--- src/rtl/sm_uart_tx.sv ---
// Byte-wide 8N1 UART transmitter with a small FIFO in front of a registered serial line.
// One FSM walks START/DATA/STOP bits, each CLK_DIV cycles long, and pops the FIFO at frame boundaries.
module sm_uart_tx #(
  parameter int unsigned CLK_DIV = 868,
  parameter int unsigned FIFO_AW = 2
) (
  input  logic       clk,
  input  logic       rst_n,
  input  logic [7:0] tx_data,
  input  logic       tx_valid,
  output logic       tx_ready,
  output logic       tx,
  output logic       busy
);

  localparam int unsigned BW    = $clog2(CLK_DIV);
  localparam int unsigned DEPTH = 1 << FIFO_AW;
  localparam logic [BW-1:0] BAUD_LAST = BW'(CLK_DIV - 1);

  typedef enum logic [1:0] {IDLE, START, DATA, STOP} state_e;

  state_e           state_q, state_d;
  logic [BW-1:0]    baud_q, baud_d;
  logic [2:0]       bit_q, bit_d;
  logic [7:0]       shift_q, shift_d;
  logic             tx_q, tx_d;
  logic             busy_q, busy_d;
  logic [FIFO_AW:0] wr_ptr_q, wr_ptr_d;
  logic [FIFO_AW:0] rd_ptr_q, rd_ptr_d;
  logic [7:0]       mem_q [DEPTH];

  logic full, empty, push, pop, bit_end;
  logic [7:0] head;

  assign full  = (wr_ptr_q[FIFO_AW] != rd_ptr_q[FIFO_AW]) &&
                 (wr_ptr_q[FIFO_AW-1:0] == rd_ptr_q[FIFO_AW-1:0]);
  assign empty    = (wr_ptr_q == rd_ptr_q);
  assign push     = tx_valid && !full;
  assign head     = mem_q[rd_ptr_q[FIFO_AW-1:0]];
  assign bit_end  = (baud_q == BAUD_LAST);
  assign tx_ready = !full;
  assign tx       = tx_q;
  assign busy     = busy_q;

  always_comb begin
    state_d = state_q;
    bit_d   = bit_q;
    shift_d = shift_q;
    tx_d    = tx_q;
    pop     = 1'b0;
    baud_d  = (state_q == IDLE || bit_end) ? '0 : baud_q + BW'(1);
    case (state_q)
      IDLE: begin
        tx_d = 1'b1;
        if (!empty) begin
          pop     = 1'b1;
          shift_d = head;
          bit_d   = '0;
          state_d = START;
          tx_d    = 1'b0;
        end
      end
      START: begin
        if (bit_end) begin
          state_d = DATA;
          tx_d    = shift_q[0];
        end
      end
      DATA: begin
        if (bit_end) begin
          if (bit_q == 3'd7) begin
            state_d = STOP;
            tx_d    = 1'b1;
          end else begin
            bit_d   = bit_q + 3'd1;
            shift_d = shift_q >> 1;
            tx_d    = shift_q[1];
          end
        end
      end
      STOP: begin
        if (bit_end) begin
          // Chain straight into the next start bit so back-to-back frames have no idle gap.
          if (!empty) begin
            pop     = 1'b1;
            shift_d = head;
            bit_d   = '0;
            state_d = START;
            tx_d    = 1'b0;
          end else begin
            state_d = IDLE;
            tx_d    = 1'b1;
          end
        end
      end
      default: begin
        state_d = IDLE;
        tx_d    = 1'b1;
      end
    endcase
    wr_ptr_d = wr_ptr_q + (FIFO_AW+1)'(push);
    rd_ptr_d = rd_ptr_q + (FIFO_AW+1)'(pop);
    busy_d   = (state_d != IDLE) || (wr_ptr_d != rd_ptr_d);
  end

  always_ff @(posedge clk or negedge rst_n) begin
    if (!rst_n) begin
      state_q  <= IDLE;
      baud_q   <= '0;
      bit_q    <= '0;
      shift_q  <= '0;
      tx_q     <= 1'b1;
      busy_q   <= 1'b0;
      wr_ptr_q <= '0;
      rd_ptr_q <= '0;
    end else begin
      state_q  <= state_d;
      baud_q   <= baud_d;
      bit_q    <= bit_d;
      shift_q  <= shift_d;
      tx_q     <= tx_d;
      busy_q   <= busy_d;
      wr_ptr_q <= wr_ptr_d;
      rd_ptr_q <= rd_ptr_d;
    end
  end

  always_ff @(posedge clk) begin
    if (push) mem_q[wr_ptr_q[FIFO_AW-1:0]] <= tx_data;
  end

endmodule

--- config.mk ---
export PLATFORM = sky130hd
export DESIGN_NAME = sm_uart_tx
export DESIGN_NICKNAME = d
export VERILOG_FILES = /design/src/rtl/sm_uart_tx.sv
export SDC_FILE = /design/constraint.sdc
export NUM_CORES = 1
export LEC_CHECK = 0
export BUFFER_PORTS_ARGS = -buffer_cell sky130_fd_sc_hd__buf_2
export CORE_ASPECT_RATIO = 0.9
export CORE_UTILIZATION = 28
export DETAILED_ROUTE_END_ITERATION = 8
export SYNTH_ARGS = -nofsm -noshare
export SYNTH_HDL_FRONTEND = slang
export SYNTH_SLANG_ARGS = --single-unit
--- constraint.sdc ---
create_clock -name clk -period 2.6 [get_ports clk]
set_input_delay 0.13 -clock clk [delete_from_list [all_inputs] [get_ports clk]]
set_output_delay 0.13 -clock clk [all_outputs]
set_load 0.01 [all_outputs]
=== After elaboration in Yosys (flattened, before gate mapping) ===
Memories as Yosys holds them, arrays and structs flattened.
Index checks and enable logic that the tools add are counted.

* Equality and inequality tests: 13
* Add/subtract/negate cells: 4
* Mux-type cells: 29
* Reduce and logical (&&, ||, !) cells: 10

{| class="wikitable"
|+ Operators with widths
! operator !! count
|-
| 8-bit two-way mux || 4
|-
| 8-bit case mux with 3 select lines || 1
|-
| 3-bit two-way mux || 4
|-
| 10-bit by 1-bit adder with 10-bit output (second input constant) || 1
|-
| 10-bit equality test (second input constant) || 1
|-
| 1-bit two-way mux || 10
|-
| 10-bit two-way mux || 1
|-
| 2-bit two-way mux || 5
|-
| 3-bit case mux with 3 select lines || 1
|-
| 2-bit inequality test (second input constant) || 4
|-
| 2-bit case mux with 4 select lines || 1
|-
| 3-bit by 1-bit adder with 3-bit output || 2
|-
| 2-bit equality test (second input constant) || 2
|-
| 1-bit case mux with 4 select lines || 1
|-
| 4-bit AND reduction || 1
|-
| 3-bit by 1-bit adder with 3-bit output (second input constant) || 1
|-
| 3-bit equality test || 1
|-
| 3-bit equality test (second input constant) || 1
|-
| 3-bit inequality test || 1
|-
| 3-bit AND reduction || 1
|-
| 3-bit nonzero test || 1
|-
| 2-bit by 1-bit equality test with 1-bit output (second input constant) || 1
|-
| 2-bit equality test || 1
|-
| 1-bit logical AND || 2
|-
| other kinds (6) || 7
|}

* Input bits: 11
* Register bits: 31
* Logic and storage cells: 65
* Memories: 1
* Output and inout bits: 3
* Memory bits (writable): 32

{| class="wikitable"
|+ Memory list
! name !! words !! width !! read ports !! clocked after memory_dff !! write ports !! RTL line !! source
|-
| mem_q || 4 || 8 || 1 || 0 || 1 || 30 || <nowiki>logic [7:0] mem_q [DEPTH];</nowiki>
|}

=== Longest topological paths before layout ===
* Depth in word-level cells: 7
* Depth in mapped cells: 11

=== Worst setup path before layout ===
OpenSTA, ideal clock, no wires.

* Path type: register to register
* From: register rd_ptr_q[1]
* To: memory mem_q[0][0] (enable)
* Cell stages (with the launch flop): 6
* Data required time: 2.215 ns
* Path slack: 0.360 ns
* Library setup time: 0.385 ns
* Data arrival time: 1.854 ns
* Clock period less this slack: 2.240 ns
* Cells stage by stage: dfrtp_1 -> buf_4 -> xor2_2 -> nor2_1 -> a21boi_0 -> nor3b_1

* Cells in the longest elaborated chain, start to end: 6

{| class="wikitable"
|+ Ends and longest elaborated chain
! item !! RTL line !! source
|-
| from (decl) || 29 || <nowiki>logic [FIFO_AW:0] rd_ptr_q, rd_ptr_d;</nowiki>
|-
| from (signal assigned) || 124 || <nowiki>rd_ptr_q <= rd_ptr_d;</nowiki>
|-
| 2-bit equality test || 36 || <nowiki>(wr_ptr_q[FIFO_AW-1:0] == rd_ptr_q[FIFO_AW-1:0]);</nowiki>
|-
| 1-bit logical AND || 35 || <nowiki>assign full = (wr_ptr_q[FIFO_AW] != rd_ptr_q[FIFO_AW]) &&</nowiki>
|-
| 1-bit zero test || 38 || <nowiki>assign push = tx_valid && !full;</nowiki>
|-
| 1-bit logical AND || 38 ||
|-
| 1-bit two-way mux || 129 || <nowiki>if (push) mem_q[wr_ptr_q[FIFO_AW-1:0]] <= tx_data;</nowiki>
|-
| 1-bit two-way mux (implied by the code) || 129 ||
|-
| to (decl) || 30 ||
|}

Every way passes these cells.

=== Worst setup path after layout ===
* From: register baud_q[0]
* To: register busy_q (netlist: busy)

* Cells in the longest elaborated chain, start to end: 6

{| class="wikitable"
|+ Ends and longest elaborated chain
! item !! RTL line !! source
|-
| from (decl) || 23 || <nowiki>logic [BW-1:0] baud_q, baud_d;</nowiki>
|-
| from (signal assigned) || 118 || <nowiki>baud_q <= baud_d;</nowiki>
|-
| 10-bit equality test || 40 || <nowiki>assign bit_end = (baud_q == BAUD_LAST);</nowiki>
|-
| 1-bit two-way mux || 82 || <nowiki>if (bit_end) begin</nowiki>
|-
| 1-bit case mux with 2 select lines || 52 || <nowiki>case (state_q)</nowiki>
|-
| 3-bit by 1-bit adder with 3-bit output || 102 || <nowiki>rd_ptr_d = rd_ptr_q + (FIFO_AW+1)'(pop);</nowiki>
|-
| via rd_ptr_d[2] || 29 ||
|-
| 3-bit inequality test || 103 || <nowiki>busy_d = (state_d != IDLE) || (wr_ptr_d != rd_ptr_d);</nowiki>
|-
| 1-bit logical OR || 103 ||
|-
| via busy_d || 27 || <nowiki>logic busy_q, busy_d;</nowiki>
|-
| to (signal assigned) || 122 || <nowiki>busy_q <= busy_d;</nowiki>
|-
| to (decl) || 27 ||
|}

The timed path passes the listed nets, and every way through them passes these cells.
A chain may end at the register's enable or synchronous reset.

==> key figures <==
Status
  – Outcome: finished, final reports clean

Global route
  – All-Layer GR Usage: 11.7%
  – First-pass GRT wire length: 9.50 mm
  – Initial antenna violation count: 0
  – Pin count of the biggest net entering global routing: 32
  – Grt ovf: 0
  – Vias in the first global route: between 1500 and 2000

Power and ir drop
  – NetSw: between 1 and 1.5 mW
  – PD cells: approximately 1200 nW/um^2
  – Worst VDD drop: 539 uV
  – Clk pwr share: between 30% and 40%
  – Int Power: 2.80 mW
  – Net Sw Frac: between 30% and 40%
  – Register share of total power: 36.8%
  – Comb power frac: a little under a third
  – Leakage: approximately 1.4 nW

Finish
  – Layout cells sized above 1: 25.1%
  – Area Overhead vs Synth: 21.0%
  – Final net count: 265
  – FF/Latch Area: roughly 1700 um^2
  – N_diodes: 0
  – Multi-input logic area: between 1000 and 1500 um^2
  – # fillers: 1000
  – Final core occ: 34.8%

Floorplan
  – Initial Util: between 20 and 30%
  – I/O Pins: 14
  – Die H: about 100 um
  – Row count: 35
  – Die width: approximately 110 um
  – Die area: between 10000 and 15000 um^2
  – CORE AREA: between 10000 and 15000 um^2

Timing
  – Final Critical Period: roughly 2400 ps
  – Worst Tran Pin Value: around 740 ps
  – Final setup viols: 0
  – Headroom to the max-slew limit: 50.1%
  – Fin. Hold Viols: 0
  – Max Slew Vio Count: 0
  – Setup WS post-layout: between 200 and 250 ps
  – Fmax: 418 MHz
  – RSZ-0062 raised after global routing: false
  – Fin crit share: ~92%
  – Post-route clock skew: 5.58 ps
  – Total negative slack: 0 ps

Run
  – Max Cap Viol: 0

Worst setup path
  – Max Fanout on Critical Path: 4
  – Worst Setup SP: baud_q[0]
  – Crit Path Category: register to register
  – CP Data Required Time: ~2800 ps
  – Worst EP arrival: ~2600 ps
  – CP startpoint kind: register
  – Setup crit end kind: register
  – Worst reg2reg startpoint: baud_q[0]

Synth
  – Cells after Synth: 214
  – Avg Cell Area, Syn: 13.8 um^2
  – Ys Warns: 0
  – Mapped Area: 2950 um^2
  – Seq/Total Area, Yosys: 59.0%
  – Synth async-reset ratio: 49.2%
  – Main synth FF type: edfxtp_1
  – Syn nets: between 200 and 250
  – Netlist cell types: 53
  – Number of synthesized flops with an enable pin: 32
  – Seq cells post-synth: 63

Clock tree
  – Worst-path clk slew: 60 ps
  – Sink count of the clock tree: 63
  – Total CTS buffers: 9
  – Clk Tree Root Cell: clkbuf_16
  – CTS tree: done
  – Clk buf depth: 2
  – Post-CTS Setup Bufs: 0
  – CTS H-tree lvls: 3
  – Worst skew pair latency: between 300 and 400 ps

Route
  – DRT Wirelength: 5.37 mm
  – DR WL/cell: about 14 um
  – Via density per instance: between 4 and 5
  – Post-route ant nets: 0
  – Initial drt markers: 56
  – First-pass detailed-route iteration total: 4
  – Via count: ~1800
  – DRC viols: 0

Hold path
  – Hold Crit Class: primary input to register
  – Hold_sp: tx_data[6]

Placement
  – Worst slack, placed: 148 ps
  – Routability cong.: approximately 0.73
  – Hpwl dp: approximately 3.7 mm
  – Input/output buffers: 13
area by class of cell:
type                    count  area share (%)
clock buffers               9            6.31
clock inverters             7            2.91
inverters                   8           0.842
multi-input cells         135            32.2
flip-flops and latches     63            48.7
well taps                 129            4.52
repair buffers             25            4.49
per-stage QoR:
step / cell area, um^2 / power, mW / std cells / hold slack (ps)
floorplan: 2950 / 2.49 / 214 / -166
global placement: 3210 / 2.81 / 358 / 223
detailed placement: 3210 / 2.84 / 358 / 232
CTS: 3550 / 4.17 / 376 / 3.26
global route: 3570 / 4.38 / 376 / 2.28
finish: 3570 / 4.12 / 376 / 12.6
registers in the layout, summed over array words and instances (netlist names):
name,cells
baud_q,10
tx,1
rd_ptr_q,3
mem_q,32
state_q,2
wr_ptr_q,3
shift_q,8
bit_q,3
busy,1
synthesized netlist by cell type, types with 2 or more instances:
| master | number | area, um^2 |
|---|---|---|
| a21oi_1 | 7 | 35.0 |
| and3_1 | 3 | 18.8 |
| and4_2 | 2 | 20.0 |
| buf_2 | 2 | 10.0 |
| clkbuf_1 | 4 | 15.0 |
| dfrtp_1 | 30 | 751 |
| edfxtp_1 | 32 | 961 |
| ha_1 | 12 | 150 |
| inv_1 | 8 | 30.0 |
| mux4_1 | 2 | 52.6 |
| mux4_2 | 6 | 135 |
| nand2_1 | 12 | 45.0 |
| nand2b_1 | 4 | 25.0 |
| nand3_1 | 8 | 40.0 |
| nor2_1 | 16 | 60.1 |
| nor3_1 | 3 | 15.0 |
| o21a_1 | 2 | 15.0 |
| o21ai_0 | 2 | 10.0 |
| o22a_1 | 2 | 17.5 |
| o22ai_1 | 6 | 37.5 |
| o31ai_1 | 3 | 22.5 |
| or3_1 | 4 | 25.0 |
| xnor2_1 | 8 | 70.1 |
| xor2_1 | 6 | 52.6 |
| xor2_2 | 2 | 32.5 |
worst max-delay path, cell delays in order (launching register included):
cell	delay [ps]
dfrtp_1	400
ha_1	250
nor3b_4	160
and3_2	230
a21oi_1	190
nor3_2	70
ha_1	200
ha_1	210
xor2_2	170
xnor2_1	130
and3_1	160
o311ai_1	90
final timing paths:
path	cells past startpoint	to	slack [ps]
setup reg to reg	11	busy	210
max in group asynchronous	2	shift_q[0]	1750
min in group asynchronous	2	baud_q[9]	390
hold reg to reg	1	shift_q[5]	480
hold / removal	1	mem_q[3][6]	10
setup / recovery	11	busy	210
cells by family (layout without fill, tap and decap cells):
logic type | Yosys count | in the layout | synth area share, %
buffers and inverters | 16 | 49 | 2.50
and+or+nand+nor | 64 | 64 | 12.4
xor gates and xnor gates | 16 | 16 | 5.26
adders and majority gates | 12 | 12 | 5.09
AOI/OAI and AO/OA | 35 | 35 | 9.38
muxes | 8 | 8 | 6.37
DFF | 63 | 63 | 59.0
per-layer routing:
layer	vias to the layer above	GRT usage [%]	routed length (um)
li1	865	-	-
met5	-	0	0
met2	29	18.2	2580
met3	8	3.28	176
met1	899	15.0	2530
met4	0	5.47	85
timing repair:
action	4_1_cts	5_1_grt
hold buffers	2	0
gates resized for setup	0	2
setup endpoints to repair	0	1
endpoints found under the hold margin	31	0
power groups by stage:
stage | clock network (mW) | logic (mW) | registers (mW)
2_1_floorplan | 0 | 1.00 | 1.49
3_3_place_gp | 0 | 1.29 | 1.52
3_5_place_dp | 0 | 1.31 | 1.53
4_1_cts | 1.34 | 1.31 | 1.52
5_1_grt | 1.38 | 1.44 | 1.55
6_report | 1.32 | 1.29 | 1.51
cell usage in the layout (no fill, tap or decap), drive strengths merged, types with 3 or more instances in the layout:
master  count
o31ai       3
or3         4
clkbuf      9
and3        4
inv        10
nand2      12
nor2       16
o22ai       6
nand3       9
mux4        8
nor3        4
ha         12
edfxtp     32
xnor2       8
nand2b      4
xor2        8
a21oi       8
dfrtp      30
buf        23
Note: power is estimated with default switching activity, not from simulation.
